<file path="src/rtl/dbgdump.sv">
// Debug dump sequencer: walks the debug read mux (registers, data words, PC)
// and streams each read result out as one 32-bit word over valid/ready.
module dbgdump #(
  parameter int NREGS = 32,
  parameter int NDATA = 32,
  parameter int RDLAT = 1
) (
  input  logic        clk,
  input  logic        rstn,
  input  logic        start,
  input  logic        abort,
  output logic [6:0]  dbgsel,
  output logic        dbgreaden,
  input  logic [31:0] dbgin,
  output logic [31:0] out_data,
  output logic        out_valid,
  input  logic        out_ready,
  output logic        busy,
  output logic        done
);

  typedef enum logic [2:0] {S_IDLE, S_SEL, S_WAIT, S_EMIT, S_DONE} state_t;
  typedef enum logic [1:0] {PH_REG, PH_DATA, PH_PC} phase_t;

  localparam logic [4:0] LAST_REG  = 5'(NREGS - 1);
  localparam logic [4:0] LAST_DATA = (NDATA > 0) ? 5'(NDATA - 1) : 5'd0;
  localparam logic [2:0] LAT       = 3'(RDLAT);

  state_t      state_reg, state_next;
  phase_t      phase_reg, phase_next;
  logic [4:0]  idx_reg, idx_next;
  logic [2:0]  cnt_reg, cnt_next;
  logic [31:0] data_reg, data_next;
  logic [6:0]  sel_reg, sel_next;
  logic        readen_reg, valid_reg, busy_reg, done_reg;
  logic        active;

  assign active = (state_reg == S_SEL) || (state_reg == S_WAIT) || (state_reg == S_EMIT);

  always_comb begin
    state_next = state_reg;
    phase_next = phase_reg;
    idx_next   = idx_reg;
    cnt_next   = cnt_reg;
    data_next  = data_reg;
    case (state_reg)
      S_IDLE: begin
        if (start && !abort) begin
          state_next = S_SEL;
          phase_next = PH_REG;
          idx_next   = 5'd0;
        end
      end
      S_SEL: begin
        cnt_next   = LAT;
        state_next = S_WAIT;
      end
      S_WAIT: begin
        cnt_next = cnt_reg - 3'd1;
        if (cnt_reg == 3'd1) begin
          data_next  = dbgin;
          state_next = S_EMIT;
        end
      end
      S_EMIT: begin
        if (out_ready) begin
          if (phase_reg == PH_PC) begin
            state_next = S_DONE;
          end else begin
            state_next = S_SEL;
            // Phase boundaries are exact indices; the 5-bit index never wraps.
            if (phase_reg == PH_REG && idx_reg == LAST_REG) begin
              phase_next = (NDATA > 0) ? PH_DATA : PH_PC;
              idx_next   = 5'd0;
            end else if (phase_reg == PH_DATA && idx_reg == LAST_DATA) begin
              phase_next = PH_PC;
              idx_next   = 5'd0;
            end else begin
              idx_next = idx_reg + 5'd1;
            end
          end
        end
      end
      S_DONE:  state_next = S_IDLE;
      default: state_next = S_IDLE;
    endcase
    if (abort && active) begin
      state_next = S_IDLE;
      data_next  = data_reg;
    end
  end

  always_comb begin
    sel_next = sel_reg;
    case (phase_next)
      PH_REG:  sel_next = {2'b00, idx_next};
      PH_DATA: sel_next = {2'b01, idx_next};
      PH_PC:   sel_next = 7'b1000000;
      default: sel_next = sel_reg;
    endcase
  end

  // Outputs are registered from the next state so they line up with the state register.
  always_ff @(posedge clk or negedge rstn) begin
    if (!rstn) begin
      state_reg  <= S_IDLE;
      phase_reg  <= PH_REG;
      idx_reg    <= 5'd0;
      cnt_reg    <= 3'd0;
      data_reg   <= 32'd0;
      sel_reg    <= 7'd0;
      readen_reg <= 1'b0;
      valid_reg  <= 1'b0;
      busy_reg   <= 1'b0;
      done_reg   <= 1'b0;
    end else begin
      state_reg  <= state_next;
      phase_reg  <= phase_next;
      idx_reg    <= idx_next;
      cnt_reg    <= cnt_next;
      data_reg   <= data_next;
      sel_reg    <= sel_next;
      readen_reg <= (state_next == S_SEL);
      valid_reg  <= (state_next == S_EMIT);
      busy_reg   <= (state_next == S_SEL) || (state_next == S_WAIT) || (state_next == S_EMIT);
      done_reg   <= (state_next == S_DONE);
    end
  end

  assign dbgsel    = sel_reg;
  assign dbgreaden = readen_reg;
  assign out_data  = data_reg;
  assign out_valid = valid_reg;
  assign busy      = busy_reg;
  assign done      = done_reg;

endmodule

</file>
<file path="config.mk">
export PLATFORM = sky130hd
export DESIGN_NAME = dbgdump
export DESIGN_NICKNAME = d
export VERILOG_FILES = /design/src/rtl/dbgdump.sv
export SDC_FILE = /design/constraint.sdc
export NUM_CORES = 1
export LEC_CHECK = 0
export ABC_CLOCK_PERIOD_IN_PS = 5300
export CAP_MARGIN = 20
export CORE_UTILIZATION = 26
export CTS_BUF_LIST = sky130_fd_sc_hd__clkbuf_8
export CTS_CLUSTER_DIAMETER = 30
export DETAILED_ROUTE_END_ITERATION = 8
export SYNTH_ARGS = -nofsm -noshare
export SYNTH_HDL_FRONTEND = slang
export SYNTH_SLANG_ARGS = --single-unit
</file>
<file path="constraint.sdc">
create_clock -name clk -period 5.3 [get_ports clk]
set_clock_uncertainty 0.2 [all_clocks]
set_input_delay 0.53 -clock clk [delete_from_list [all_inputs] [get_ports clk]]
set_output_delay 0.53 -clock clk [all_outputs]
set_load 0.05 [all_outputs]
</file>
==> run_results.csv <==
group,metric,value,unit
outcome,status,"finished, violations left",
outcome,violations,"DRC",
min_path,hold_path_class,"input port to asynchronous set/reset pin",
yosys,synth-async-reset-ratio,100.0,%
yosys,syn_area,2389,sq um
place,place_ws,1.784,ns
pwr,finalPower,0.002008,W
critical_path,slowest_stage,"clkdlybuf4s50_1",
global_route,grt_pass1_wl,8811,um
clocking,clk_path_buf_depth,2,
detailed_routing,routedWlPerCell,13.66,um
global_route,busiest_layer,"met2",
timing,fmax,311.9,MHz
critical_path,worstSetupPathType,"input port to flip-flop",
clocking,cts_tree,"built",
cells_and_area,insertedDiodeCount,0,
timing,slew_headroom,53.63,%
clocking,clock_sinks,56,
timing,slew_viol_final,0,
yosys,syn_area_per_cell,13.34,sq um
detailed_routing,vias,1690,
yosys,synth_top_area_share,58.67,%
job,max_cap_violations,0,
yosys,yosysSeqAreaShare,58.67,%
timing,fin_ws,2.094,ns
cells_and_area,final_nets,305,
yosys,synthTopCellsByArea,"dfrtp_1 (59%), mux2_2 (16%), ha_1 (4.2%)",
critical_path,crit_buf_inv,1,
cells_and_area,syn_to_final_growth,43.90,%
yosys,yosysMostFrequentCell,"dfrtp_1",
detailed_routing,viasPerCell,4.580,
clocking,hold_buffers,0,
clocking,insertion_delay,0.30,ns
yosys,synth_edf_count,0,
yosys,synth_area_leader_cell,"dfrtp_1",
global_route,grtUsageTotal,11.19,%
critical_path,path_cells,"clkdlybuf4s50_1 -> nand4b_1 -> or2_2 -> o21ai_0 -> ha_1 -> nor2_1 -> and4_4 -> a221o_1",
global_route,gr-usage-met3,3.078,%
critical_path,endpoint_kind,"flip-flop",
die,rows,34,
place,numPortBuffers,79,
die,ios,80,
timing,setup_tns,0,ns
global_route,antenna_found_initial,0,
clocking,clk_pin_slew,0.10,ns
cells_and_area,largest_reg_flops,32,
global_route,grt_pass1_vias,1750,
yosys,syn-num-nets,224,
timing,tightest_slew,0.6955,ns
timing,fin_crit,3.206,ns
critical_path,arrival,3.20,ns
detailed_routing,drc_errors,16,
clocking,cts.htree.levels,2,
pwr,power_density,584.1,nW/um^2
timing,finalSetupViolCount,0,
global_route,grtUsageMet2,18.20,%
yosys,synthCells,179,
timing,rsz0062_at_grt,"no",
timing,whs,0.1316,ns
clocking,post-cts-setup-buffers,0,
yosys,ys_ff_latch,56,
critical_path,cp_slowest_stage_delay,0.53,ns
place,place_hpwl,3606,um
critical_path,worstPathRequired,5.29,ns
yosys,synth_ff_type,"dfrtp_1",
clocking,cts_resized,0,
yosys,synthDistinctLibCells,41,
yosys,yosysWarnings,0,
critical_path,cp_top_family,"simple AND/OR/NAND/NOR gates",
critical_path,cp_max_fo,8,
die,start_util,27.12,%
die,die_x,97.85,um
clocking,cts-root-buf,"clkbuf_8",
detailed_routing,routed_wl,5041,um
global_route,grt_max_degree,57,
die,core_area,8806,sq um
cells_and_area,drive_gt1_share,19.54,%
critical_path,start_kind,"input port",
die,die_area,9574,sq um
pwr,p_leak,1.493,nW
global_route,grt_overflow,0,
timing,final_hold_viol_count,0,
timing,fin_crit_sh,60.50,%
yosys,synth_common_cells,"dfrtp_1 (56), mux2_2 (33), nor2_1 (9), ha_1 (8), inv_1 (8)",
pwr,ir_drop,195.5,uV
die,chipHeight,97.85,um
detailed_routing,first_pass_iters,6,
clocking,numCtsBuffers,5,
detailed_routing,drtAntennaViolNets,0,
global_route,met1_usage,15.00,%
detailed_routing,drt-initial-drc-count,88,
place,place_congestion,0.7689,
[path summary, 6_finish.rpt]
check,slack [ns],end,cells past startpoint,from
worst max-delay path,2.09,dbgsel[2],8,out_ready
worst min-delay path,0.13,out_data[12],2,rstn
worst max register to register,2.11,dbgsel[2],10,idx_reg[0]
worst min register to register,0.30,out_data[27],1,out_data[27]
max in group asynchronous,4.29,out_data[9],2,rstn
min in group clk,0.30,out_data[27],1,out_data[27]
[routing by layer]
layer	vias to the layer above	routed length [um]
met5	-	0
met4	0	22
met3	4	355
met2	59	2318
met1	820	2345
li1	807	-
[placed cells by master, fill, tap and decap left out, types with 2 or more instances in the layout]
master,Yosys,layout
nor3b_1,2,2
ha_1,8,8
a21oi_1,2,2
a22o_1,4,4
clkdlybuf4s50_1,0,78
nor2b_1,2,2
nor3_1,2,2
nand2_1,3,3
a211o_1,3,3
clkbuf_8,0,5
o21ai_0,7,7
nor2_1,9,9
nand3_1,4,4
inv_1,8,8
o22ai_1,2,2
and3_1,2,2
nand2b_1,2,2
dfrtp_1,56,56
mux2_2,33,33
[through the flow]
| step | utilization [%] | instances | cell area [sq um] |
|---|---|---|---|
| 6_report | 39.03 | 369 | 3437 |
| 5_1_grt | 39.03 | 369 | 3437 |
| 4_1_cts | 38.80 | 368 | 3417 |
| 3_5_place_dp | 37.50 | 360 | 3302 |
| 3_3_place_gp | 37.50 | 360 | 3302 |
| 2_1_floorplan | - | 179 | 2389 |
[kinds of logic (layout without fill, tap and decap cells)]
group           count (synthesis)  count (layout)  share of synthesized area, %
simple gates                   35              35                         8.748
flops                          56              56                         58.67
compound gates                 30              30                         9.325
mux                            35              35                         16.45
buf+inv                        15              97                         2.619
fa+ha+maj                       8               8                         4.191
[final cells by class]
type                            instances  area (sq um)
Tap cell                              108         135.1
Clock inverter                          3         46.29
Timing Repair Buffer                   81         813.3
Sequential cell                        56          1401
Fill cell                             852          5369
Multi-Input combinational cell        108         942.2
Clock buffer                            5         68.82
Inverter                                8         30.03
[power breakdown]
group	leakage, nW	switching, W	total, W	internal (W)
Sequential	0.714	0.0000897	0.000668	0.000578
Clock	0.0600	0.000140	0.000283	0.000143
Combinational	0.718	0.000656	0.00106	0.000400
Note: power is estimated with default switching activity, not from simulation.
